$ cat src/rtl/cve2_alu_sequencer_pkg.sv
// Shared types for the ALU sequencer slice.
//   rv32b_e         : bitmanip configuration of the attached ALU
//   alu_op_e        : ALU operation encoding
//   alu_seq_state_e : sequencer FSM states
//   alu_op_cycles() : number of ALU cycles an operation occupies
package cve2_alu_sequencer_pkg;

  typedef enum logic [1:0] {
    RV32BNone,
    RV32BBalanced,
    RV32BOTEarlGrey,
    RV32BFull
  } rv32b_e;

  typedef enum logic [6:0] {
    ALU_ADD, ALU_SUB,
    ALU_XOR, ALU_OR, ALU_AND, ALU_XNOR, ALU_ORN, ALU_ANDN,
    ALU_SRA, ALU_SRL, ALU_SLL, ALU_SRO, ALU_SLO, ALU_ROR, ALU_ROL,
    ALU_LT, ALU_LTU, ALU_GE, ALU_GEU, ALU_EQ, ALU_NE, ALU_SLT, ALU_SLTU,
    ALU_FSL, ALU_FSR, ALU_CMIX, ALU_CMOV
  } alu_op_e;

  typedef enum logic [1:0] {
    ALU_SEQ_IDLE,
    ALU_SEQ_EXEC,
    ALU_SEQ_RESP
  } alu_seq_state_e;

  // Rotates, funnel shifts, cmix and cmov take a second cycle whenever
  // bitmanip is built in; everything else completes in one cycle.
  function automatic logic [1:0] alu_op_cycles(rv32b_e rv32b, alu_op_e op);
    logic [1:0] ncyc;
    ncyc = 2'd1;
    if (rv32b != RV32BNone) begin
      case (op)
        ALU_ROL, ALU_ROR, ALU_FSL, ALU_FSR, ALU_CMIX, ALU_CMOV: ncyc = 2'd2;
        default: ncyc = 2'd1;
      endcase
    end
    return ncyc;
  endfunction

endpackage

$ cat src/rtl/cve2_alu_seq_arb.sv
// Two-way round-robin arbiter for the ALU sequencer.
//   valid[1:0] : pending requests
//   last_grant : index granted most recently
//   en         : arbitration allowed this cycle
//   gnt[1:0]   : one-hot grant (zero when disabled or nothing valid)
//   gnt_id     : index of the winner (meaningful only when gnt != 0)
module cve2_alu_seq_arb (
  input  logic [1:0] valid,
  input  logic       last_grant,
  input  logic       en,
  output logic [1:0] gnt,
  output logic       gnt_id
);

  // On a tie the requester that did not win last time goes first.
  assign gnt_id = (&valid) ? ~last_grant : valid[1];
  assign gnt    = {gnt_id, ~gnt_id} & {2{en & (|valid)}};

endmodule

$ cat src/rtl/cve2_alu_sequencer.sv
// Shares one ALU between two requesters and sequences single- and
// two-cycle operations on it, returning result and compare bit over a
// valid/ready response channel.
//   clk_i, rst_i             : clock, synchronous active-high reset
//   reqN_*                   : request channel per requester (valid/ready/op/operands)
//   rsp_*                    : response channel (valid/ready/id/result/cmp)
//   busy_o                   : operation in flight or response pending
//   alu_*                    : connection to the shared ALU instance
//
// state | meaning
// IDLE  | arbitrating; grant latches op/operands/id
// EXEC  | ALU running the latched op; cnt counts its cycles
// RESP  | response held on rsp_* until rsp_ready_i
module cve2_alu_sequencer
  import cve2_alu_sequencer_pkg::*;
#(
  parameter rv32b_e RV32B = RV32BNone
) (
  input  logic          clk_i,
  input  logic          rst_i,
  input  logic          req0_valid_i,
  input  logic          req1_valid_i,
  output logic          req0_ready_o,
  output logic          req1_ready_o,
  input  alu_op_e       req0_operator_i,
  input  alu_op_e       req1_operator_i,
  input  logic [31:0]   req0_operand_a_i,
  input  logic [31:0]   req1_operand_a_i,
  input  logic [31:0]   req0_operand_b_i,
  input  logic [31:0]   req1_operand_b_i,
  output logic          rsp_valid_o,
  input  logic          rsp_ready_i,
  output logic          rsp_id_o,
  output logic [31:0]   rsp_result_o,
  output logic          rsp_cmp_o,
  output logic          busy_o,
  output alu_op_e       alu_operator_o,
  output logic [31:0]   alu_operand_a_o,
  output logic [31:0]   alu_operand_b_o,
  output logic          alu_instr_first_cycle_o,
  output logic          alu_multdiv_sel_o,
  output logic [32:0]   alu_multdiv_operand_a_o,
  output logic [32:0]   alu_multdiv_operand_b_o,
  output logic [31:0]   alu_imd_val_q_o [2],
  input  logic [31:0]   alu_imd_val_d_i [2],
  input  logic [1:0]    alu_imd_val_we_i,
  input  logic [31:0]   alu_result_i,
  input  logic          alu_cmp_i
);

  alu_seq_state_e state_q, state_d;
  alu_op_e        op_q;
  logic [31:0]    operand_a_q, operand_b_q;
  logic [31:0]    imd_val_q [2];
  logic [1:0]     cnt_q;
  logic           id_q, last_grant_q;
  logic [31:0]    result_q;
  logic           cmp_q;

  logic [1:0]     gnt;
  logic           gnt_id;
  logic [1:0]     ncyc;
  logic           exec_last;

  cve2_alu_seq_arb u_arb (
    .valid      ({req1_valid_i, req0_valid_i}),
    .last_grant (last_grant_q),
    .en         (state_q == ALU_SEQ_IDLE),
    .gnt        (gnt),
    .gnt_id     (gnt_id)
  );

  assign ncyc      = alu_op_cycles(RV32B, op_q);
  assign exec_last = (cnt_q == (ncyc - 2'd1));

  always_comb begin
    state_d = state_q;
    case (state_q)
      ALU_SEQ_IDLE: if (|gnt) state_d = ALU_SEQ_EXEC;
      ALU_SEQ_EXEC: if (exec_last) state_d = ALU_SEQ_RESP;
      ALU_SEQ_RESP: if (rsp_ready_i) state_d = ALU_SEQ_IDLE;
      default:      state_d = ALU_SEQ_IDLE;
    endcase
  end

  always_ff @(posedge clk_i) begin
    if (rst_i) begin
      state_q <= ALU_SEQ_IDLE;
    end else begin
      state_q <= state_d;
    end
  end

  // Reset mid-operation simply discards everything, so an interrupted op
  // can never surface as a response.
  always_ff @(posedge clk_i) begin
    if (rst_i) begin
      op_q         <= ALU_ADD;
      operand_a_q  <= '0;
      operand_b_q  <= '0;
      imd_val_q[0] <= '0;
      imd_val_q[1] <= '0;
      cnt_q        <= '0;
      id_q         <= 1'b0;
      last_grant_q <= 1'b1;
      result_q     <= '0;
      cmp_q        <= 1'b0;
    end else begin
      case (state_q)
        ALU_SEQ_IDLE: begin
          if (|gnt) begin
            id_q         <= gnt_id;
            last_grant_q <= gnt_id;
            op_q         <= gnt_id ? req1_operator_i  : req0_operator_i;
            operand_a_q  <= gnt_id ? req1_operand_a_i : req0_operand_a_i;
            operand_b_q  <= gnt_id ? req1_operand_b_i : req0_operand_b_i;
            imd_val_q[0] <= '0;
            imd_val_q[1] <= '0;
            cnt_q        <= '0;
          end
        end
        ALU_SEQ_EXEC: begin
          for (int i = 0; i < 2; i++) begin
            if (alu_imd_val_we_i[i]) imd_val_q[i] <= alu_imd_val_d_i[i];
          end
          if (exec_last) begin
            result_q <= alu_result_i;
            cmp_q    <= alu_cmp_i;
          end else begin
            cnt_q <= cnt_q + 2'd1;
          end
        end
        default: ;
      endcase
    end
  end

  assign req0_ready_o = gnt[0];
  assign req1_ready_o = gnt[1];

  assign rsp_valid_o  = (state_q == ALU_SEQ_RESP);
  assign rsp_id_o     = id_q;
  assign rsp_result_o = result_q;
  assign rsp_cmp_o    = cmp_q;
  assign busy_o       = (state_q != ALU_SEQ_IDLE);

  assign alu_operator_o          = op_q;
  assign alu_operand_a_o         = operand_a_q;
  assign alu_operand_b_o         = operand_b_q;
  assign alu_instr_first_cycle_o = (state_q == ALU_SEQ_EXEC) && (cnt_q == 2'd0);
  assign alu_multdiv_sel_o       = 1'b0;
  assign alu_multdiv_operand_a_o = '0;
  assign alu_multdiv_operand_b_o = '0;
  assign alu_imd_val_q_o[0]      = imd_val_q[0];
  assign alu_imd_val_q_o[1]      = imd_val_q[1];

endmodule
$ cat config.mk
export PLATFORM = sky130hd
export DESIGN_NAME = cve2_alu_sequencer
export DESIGN_NICKNAME = d
export VERILOG_FILES = /design/src/rtl/cve2_alu_sequencer_pkg.sv /design/src/rtl/cve2_alu_seq_arb.sv /design/src/rtl/cve2_alu_sequencer.sv
export SDC_FILE = /design/constraint.sdc
export NUM_CORES = 1
export LEC_CHECK = 0
export CAP_MARGIN = 25
export CORE_AREA = 2 2 192 194
export CTS_BUF_LIST = sky130_fd_sc_hd__clkbuf_4
export DETAILED_ROUTE_END_ITERATION = 12
export DIE_AREA = 0 0 194 196
export GPL_TIMING_DRIVEN = 1
export MAX_ROUTING_LAYER = met4
export PLACE_DENSITY = 0.55
export SLEW_MARGIN = 40
export SYNTH_ARGS = -nofsm -noshare
export SYNTH_HDL_FRONTEND = slang
export SYNTH_SLANG_ARGS = --single-unit
$ cat constraint.sdc
create_clock -name clk_i -period 6.3 [get_ports clk_i]
set_clock_uncertainty 0.05 [all_clocks]
set_input_delay 1.26 -clock clk_i [delete_from_list [all_inputs] [get_ports clk_i]]
set_output_delay 1.26 -clock clk_i [all_outputs]
set_load 0.01 [all_outputs]
==> reports/metrics.yaml, run 1 <==
run_status:
  outcome: "complete, no violations"
clock_network:
  clk_pin_slew_ns: 0.15
  hold_buffers: 0
  clkLatencyLatePin_ns: 0.60
  cts_max_level: 4
  post_cts_buffers: 0
  cts_max_path_buffers: 2
  cts_sinks: 174
  cts_tree: "done"
  cts_resized: 0
  cts_root_buffer: "clkbuf_4"
  cts_buffers: 17
route:
  ant_nets: 0
  via_per_inst: 4.27
  first_pass_iters: 5
  wirelength_microns: 26200
  vias: 6465
  drcViolationCount: 0
  drt_iter0_drc: 214
  wire_per_inst_microns: 17.3
die:
  die_x_microns: 194
  core_area_sq_um: 36100
  die_area_sq_um: 38000
  pin_count: 487
  start_util_pct: 20.5
  row_count: 70
  die_y_microns: 196
sta:
  layout_min_cycle_time_ns: 4.40
  max_freq_ghz: 0.227
  slew_headroom_pct: 47.7
  slew_viol_final: 0
  finalSetupTns_ns: 0
  worstMarginPinSlew_ns: 0.784
  finalSetupViolCount: 0
  fin_crit_sh_pct: 69.8
  hold_violations: 0
  rsz0062_at_grt: "no"
setup_path:
  rrSetupSlack_ns: 3.79
  crit_path_end_kind: "output port"
  path_class: "input pin to output port"
  crit_top_cell: "clkdlybuf4s50_1"
  crit_chain: "clkdlybuf4s50_1 -> or3b_4 -> nor2_1 -> clkdlybuf4s50_1"
  crit_fanout: 4
  required_ns: 4.99
  worstPathArrival_ns: 3.09
  endpoint: "req0_ready_o"
  rr_worst_depth: 4
  crit_family: "buffers and inverters"
  slowest_delay_ns: 0.61
  path_buf_inv: 2
  slowest_stage: "clkdlybuf4s50_1"
  crit-reg2reg-launch: "state_q[0]$_SDFFE_PP0P_"
  r2r-end: "imd_val_q[0][14]$_SDFFCE_PN0P_"
  path_depth: 4
  crit_start: "req0_valid_i"
  start_kind: "input pin"
synthesis:
  ys_dominant_reg_cell: "dfxtp_1"
  synth_area_sq_um: 7410
  synth.mux.area_fraction_pct: 0
  synthArstFlopShare_pct: 0
  synth_xor_area_share_pct: 0
  synth.yosys.warnings: 0
  netlist_instances: 643
  yosysUniqueCellTypes: 33
  synth-simple-area-share_pct: 19.1
  synth_top_family_by_area: "simple AND/OR/NAND/NOR gates"
  synth_edf_count: 64
  syn_area_per_cell_sq_um: 11.5
  synth-compound-area-share_pct: 13.7
  synth-seq-cells: 174
  synthAdderAreaFrac_pct: 0.169
  ys_seq_area_share_pct: 55.6
grt:
  antenna_found_initial: 1
  grt_util_all_layers_pct: 13.5
  grt_first_pass_wirelength_microns: 38200
  overflow: 0
  grt_max_degree: 78
  grt_pass1_vias: 6297
hold_path:
  hold_path.class: "flip-flop to flip-flop"
placement:
  port_buffers: 419
  place_inst: 1482
  hpwl_microns: 18200
  gp_congestion: 0.751
  placedInstanceArea_sq_um: 11700
cells_and_area:
  mostFrequentLayoutCells: "clkdlybuf4s50_1, dfxtp_1, nor4b_1"
  final_cell_area_sq_um: 12000
  n_fill_cell: 3736
  final_cells: 1515
  synthToLayoutAreaGrowth_pct: 62.1
  layout-drive-gt1-share_pct: 9.66
  nets: 1280
  final_common_cell: "clkdlybuf4s50_1"
power_and_ir_drop:
  leakage_nw: 4.37
  ir_worst_vdd_mv: 0.114
  powerDensity_nw_per_um2: 233
run:
  maxCapViolCount: 0
[cell type report]
type | instances | area (sq um) | share of cell area [%]
antenna | 1 | 2.50 | 0.0208
tap | 468 | 586 | 4.87
multi-input combinational | 408 | 2710 | 22.5
clock buffer | 19 | 143 | 1.19
timing repair buffer | 429 | 4280 | 35.6
sequential | 174 | 4120 | 34.3
clock inverter | 13 | 161 | 1.34
inverter | 3 | 11.3 | 0.0937
[routing by layer]
| layer | GRT usage (%) | wire length (microns) |
|---|---|---|
| met1 | 16.3 | 11400 |
| met2 | 21.7 | 12400 |
| met5 | - | 0 |
| met3 | 4.16 | 1950 |
| met4 | 4.07 | 465 |
[tightest hold or removal path: stages, from the launching register on]
cell and delay, ns:
dfxtp_1 0.34, nand2_1 0.05, a21oi_1 0.05
[where the power goes]
| group | internal, mW | total [mW] | leakage (nW) | switching [mW] |
|---|---|---|---|---|
| sequential | 1.29 | 1.35 | 1.62 | 0.0567 |
| clock | 0.288 | 0.717 | 0.169 | 0.429 |
| combinational | 0.420 | 0.730 | 2.58 | 0.310 |
[synthesized netlist by cell type (all sizes together) (2+ instances only)]
| master | instances | area [sq um] |
|---|---|---|
| a21oi | 36 | 180 |
| nor2b | 2 | 12.5 |
| a221o | 71 | 778 |
| nor4b | 71 | 622 |
| nor2 | 5 | 18.8 |
| edfxtp | 64 | 1920 |
| nor3 | 4 | 31.3 |
| clkbuf | 27 | 101 |
| buf | 97 | 732 |
| o21ai | 3 | 15.0 |
| nand2 | 70 | 263 |
| and2 | 66 | 413 |
| or3b | 2 | 20.0 |
| inv | 2 | 7.51 |
| a21o | 2 | 15.0 |
| dfxtp | 110 | 2200 |
[metrics by stage]
stage,power [mW],worst slack [ns],util (%),hold WS (ns)
after floorplan,1.68,2.87,-,0.404
after global placement,2.11,1.79,32.4,0.386
after detailed placement,2.11,1.79,32.5,0.393
after CTS,2.85,1.79,33.3,0.417
after global routing,2.94,1.82,33.3,0.435
final,2.80,1.90,33.3,0.412
[how the worst min path moves through the flow]
stage | from | to | cells past startpoint
after floorplan | cnt_q[1]$_SDFFE_PP0P_ | cnt_q[1]$_SDFFE_PP0P_ | 2
after global placement | rsp_id_o$_SDFFE_PP0P_ | rsp_id_o$_SDFFE_PP0P_ | 1
after detailed placement | rsp_id_o$_SDFFE_PP0P_ | rsp_id_o$_SDFFE_PP0P_ | 1
after CTS | rsp_result_o[1]$_SDFFE_PP0P_ | rsp_result_o[1]$_SDFFE_PP0P_ | 2
after global routing | rsp_id_o$_SDFFE_PP0P_ | rsp_id_o$_SDFFE_PP0P_ | 1
final | rsp_result_o[1]$_SDFFE_PP0P_ | rsp_result_o[1]$_SDFFE_PP0P_ | 2
[kinds of logic after synthesis]
logic type / count (synthesis)
AO/OA/AOI/OAI: 115
adder cells (fa/ha/maj): 1
flip-flops: 174
other: 1
AND/OR/NAND/NOR: 225
buffers and inverters: 127
[flip-flops by register name, summed over array words and instances (netlist names)]
signal           cells
state_q              2
alu_operand_a_o     32
imd_val_q           64
alu_operator_o       7
last_grant_q         1
rsp_result_o        32
rsp_cmp_o            1
cnt_q                2
alu_operand_b_o     32
rsp_id_o             1
Power figures use the tool's default switching activity.
==> run 2, diff against run 1 <==
- CORE_AREA: 2 2 192 194 -> 2 2 191 193
- DIE_AREA: 0 0 194 196 -> 0 0 193 195
- PLACE_DENSITY: 0.55 -> 0.57
- clock period: 6.3 -> 4 ns (I/O delays scaled with it)
==> reports/metrics.yaml, run 2 (same netlist as run 1, synthesis figures left out) <==
setup_path:
  start_kind: "input pin"
  slowest_stage: "clkdlybuf4s50_1"
  required_ns: 3.15  # -1.84 ns
  crit_chain: "clkdlybuf4s50_1 -> or3b_4 -> nor2_1 -> clkdlybuf4s50_1"
  path_depth: 4  # unchanged
  crit_path_end_kind: "output port"
  rr_worst_depth: 4  # unchanged
  worstPathArrival_ns: 2.63  # -0.46 ns
  path_buf_inv: 2  # unchanged
  slowest_delay_ns: 0.61  # about the same
  path_class: "input pin to output port"
  crit_fanout: 4  # unchanged
  crit_family: "buffers and inverters"
  crit_top_cell: "clkdlybuf4s50_1"
cells_and_area:
  largest_reg_flops: 64  # unchanged
  regMostFlops: "imd_val_q"
  final_common_cell: "clkdlybuf4s50_1"
  mostFrequentLayoutCells: "clkdlybuf4s50_1, dfxtp_1, nor4b_1"
  synthToLayoutAreaGrowth_pct: 62.1  # about the same
  layout-drive-gt1-share_pct: 9.74  # +0.086 points
  final_cells: 1509  # -0.40%
  final_cell_area_sq_um: 12000  # about the same
  nets: 1281  # +0.078%
clock_network:
  cts_buffers: 17  # unchanged
  cts_tree: "done"
  cts_root_buffer: "clkbuf_4"
  cts_resized: 0  # unchanged
  clk_pin_slew_ns: 0.15  # about the same
  cts_max_path_buffers: 2  # unchanged
  hold_buffers: 0  # unchanged
  clkLatencyLatePin_ns: 0.61  # about the same
  cts_max_level: 4  # unchanged
  post_cts_buffers: 0  # unchanged
  cts_sinks: 174  # unchanged
sta:
  worstMarginPinSlew_ns: 0.742  # -0.0424 ns
  hold_violations: 0  # unchanged
  max_freq_ghz: 0.288
  finalSetupTns_ns: 0  # unchanged
  layout_min_cycle_time_ns: 3.48
  fin_crit_sh_pct: 86.9
  slew_viol_final: 0  # unchanged
  layout_setup_ws_ns: 0.523  # -1.38 ns
  slew_headroom_pct: 50.5  # +2.8 points
  finalSetupViolCount: 0  # unchanged
  rsz0062_at_grt: "no"
hold_path:
  holdPathStages: 2  # unchanged
  hold_path.class: "flip-flop to flip-flop"
die:
  pin_count: 487  # unchanged
  die_y_microns: 195  # -0.51%
  row_count: 69  # -1.4%
  start_util_pct: 20.9  # +0.40 points
  die_x_microns: 193  # -0.52%
  die_area_sq_um: 37600  # -1.0%
  core_area_sq_um: 35400  # -1.9%
run:
  maxCapViolCount: 0  # unchanged
grt:
  grt_max_degree: 73  # -6.4%
  grt_first_pass_wirelength_microns: 36900  # -3.4%
  antenna_found_initial: 1  # unchanged
  overflow: 0  # unchanged
  grt_util_all_layers_pct: 13.4  # -0.17 points
  grt_pass1_vias: 6312  # +0.24%
placement:
  hpwl_microns: 18100  # -0.94%
  place_inst: 1476  # -0.40%
  placedInstanceArea_sq_um: 11700  # about the same
  gp_congestion: 0.759  # +1.0%
  preCtsSetupSlack_ns: 0.404  # -1.38 ns
  port_buffers: 419  # unchanged
power_and_ir_drop:
  totalPowerFinal_mw: 4.36  # +56%
  powerDensity_nw_per_um2: 363  # +56%
  ir_worst_vdd_mv: 0.143  # +26%
  leakage_nw: 4.36  # -0.19%
route:
  drt_iter0_drc: 214  # unchanged
  wirelength_microns: 25700  # -1.9%
  wire_per_inst_microns: 17.0  # -1.5%
  vias: 6435  # -0.46%
  ant_nets: 0  # unchanged
  drcViolationCount: 0  # unchanged
  first_pass_iters: 5  # unchanged
  via_per_inst: 4.26  # about the same
run_status:
  outcome: "complete, no violations"
## run 2: cell types whose count changed in the layout (fill, tap and decap cells not counted), sizes merged
| cell | previous run | this run |
|---|---|---|
| bufinv | 3 | 2 |
| clkinv | 2 | 5 |
| buf | 11 | 12 |
| inv | 9 | 8 |
| clkbuf | 19 | 18 |
## run 2: final cells by class
class,instances,area [sq um]
fill,3590,23400
timing repair buffer,430,4300
sequential,174,4120
multi-input combinational,408,2710
tap,461,577
clock inverter,14,156
clock buffer,18,135
inverter,3,11.3
antenna,1,2.50
## run 2: per-layer routing
layer	part of all wire (%)	track usage, %	vias to the layer above
met2	48	22.0	346
met5	0	-	-
li1	-	-	3014
met4	2.0	4.32	0
met1	40	15.1	3046
met3	9.8	4.62	29
## run 2: path summary, 6_finish.rpt
kind | start | endpoint | slack [ns]
setup / recovery | req0_valid_i | req0_ready_o | 0.52
hold / removal | rsp_result_o[12]$_SDFFE_PP0P_ | rsp_result_o[12]$_SDFFE_PP0P_ | 0.42
setup reg to reg | state_q[0]$_SDFFE_PP0P_ | imd_val_q[0][22]$_SDFFCE_PN0P_ | 1.74
hold reg to reg | rsp_result_o[12]$_SDFFE_PP0P_ | rsp_result_o[12]$_SDFFE_PP0P_ | 0.42
## run 2: worst min-delay path, delay by kind of cell, from the launching register on
family	cells	cell delay, ns
simple gates	1	0.05
flops	1	0.34
compound gates	1	0.05
## run 2: through the flow
| step | hold WS (ns) | utilization [%] |
|---|---|---|
| 3_5_place_dp | 0.396 | 33.1 |
| 3_3_place_gp | 0.385 | 33.1 |
| 2_1_floorplan | 0.404 | - |
| 4_1_cts | 0.375 | 33.9 |
| 6_report | 0.415 | 33.9 |
| 5_1_grt | 0.375 | 33.9 |
## run 2: power by group
part	internal (mW)	switching, mW
clock network	0.391	0.704
logic	0.665	0.478
registers	2.04	0.0894
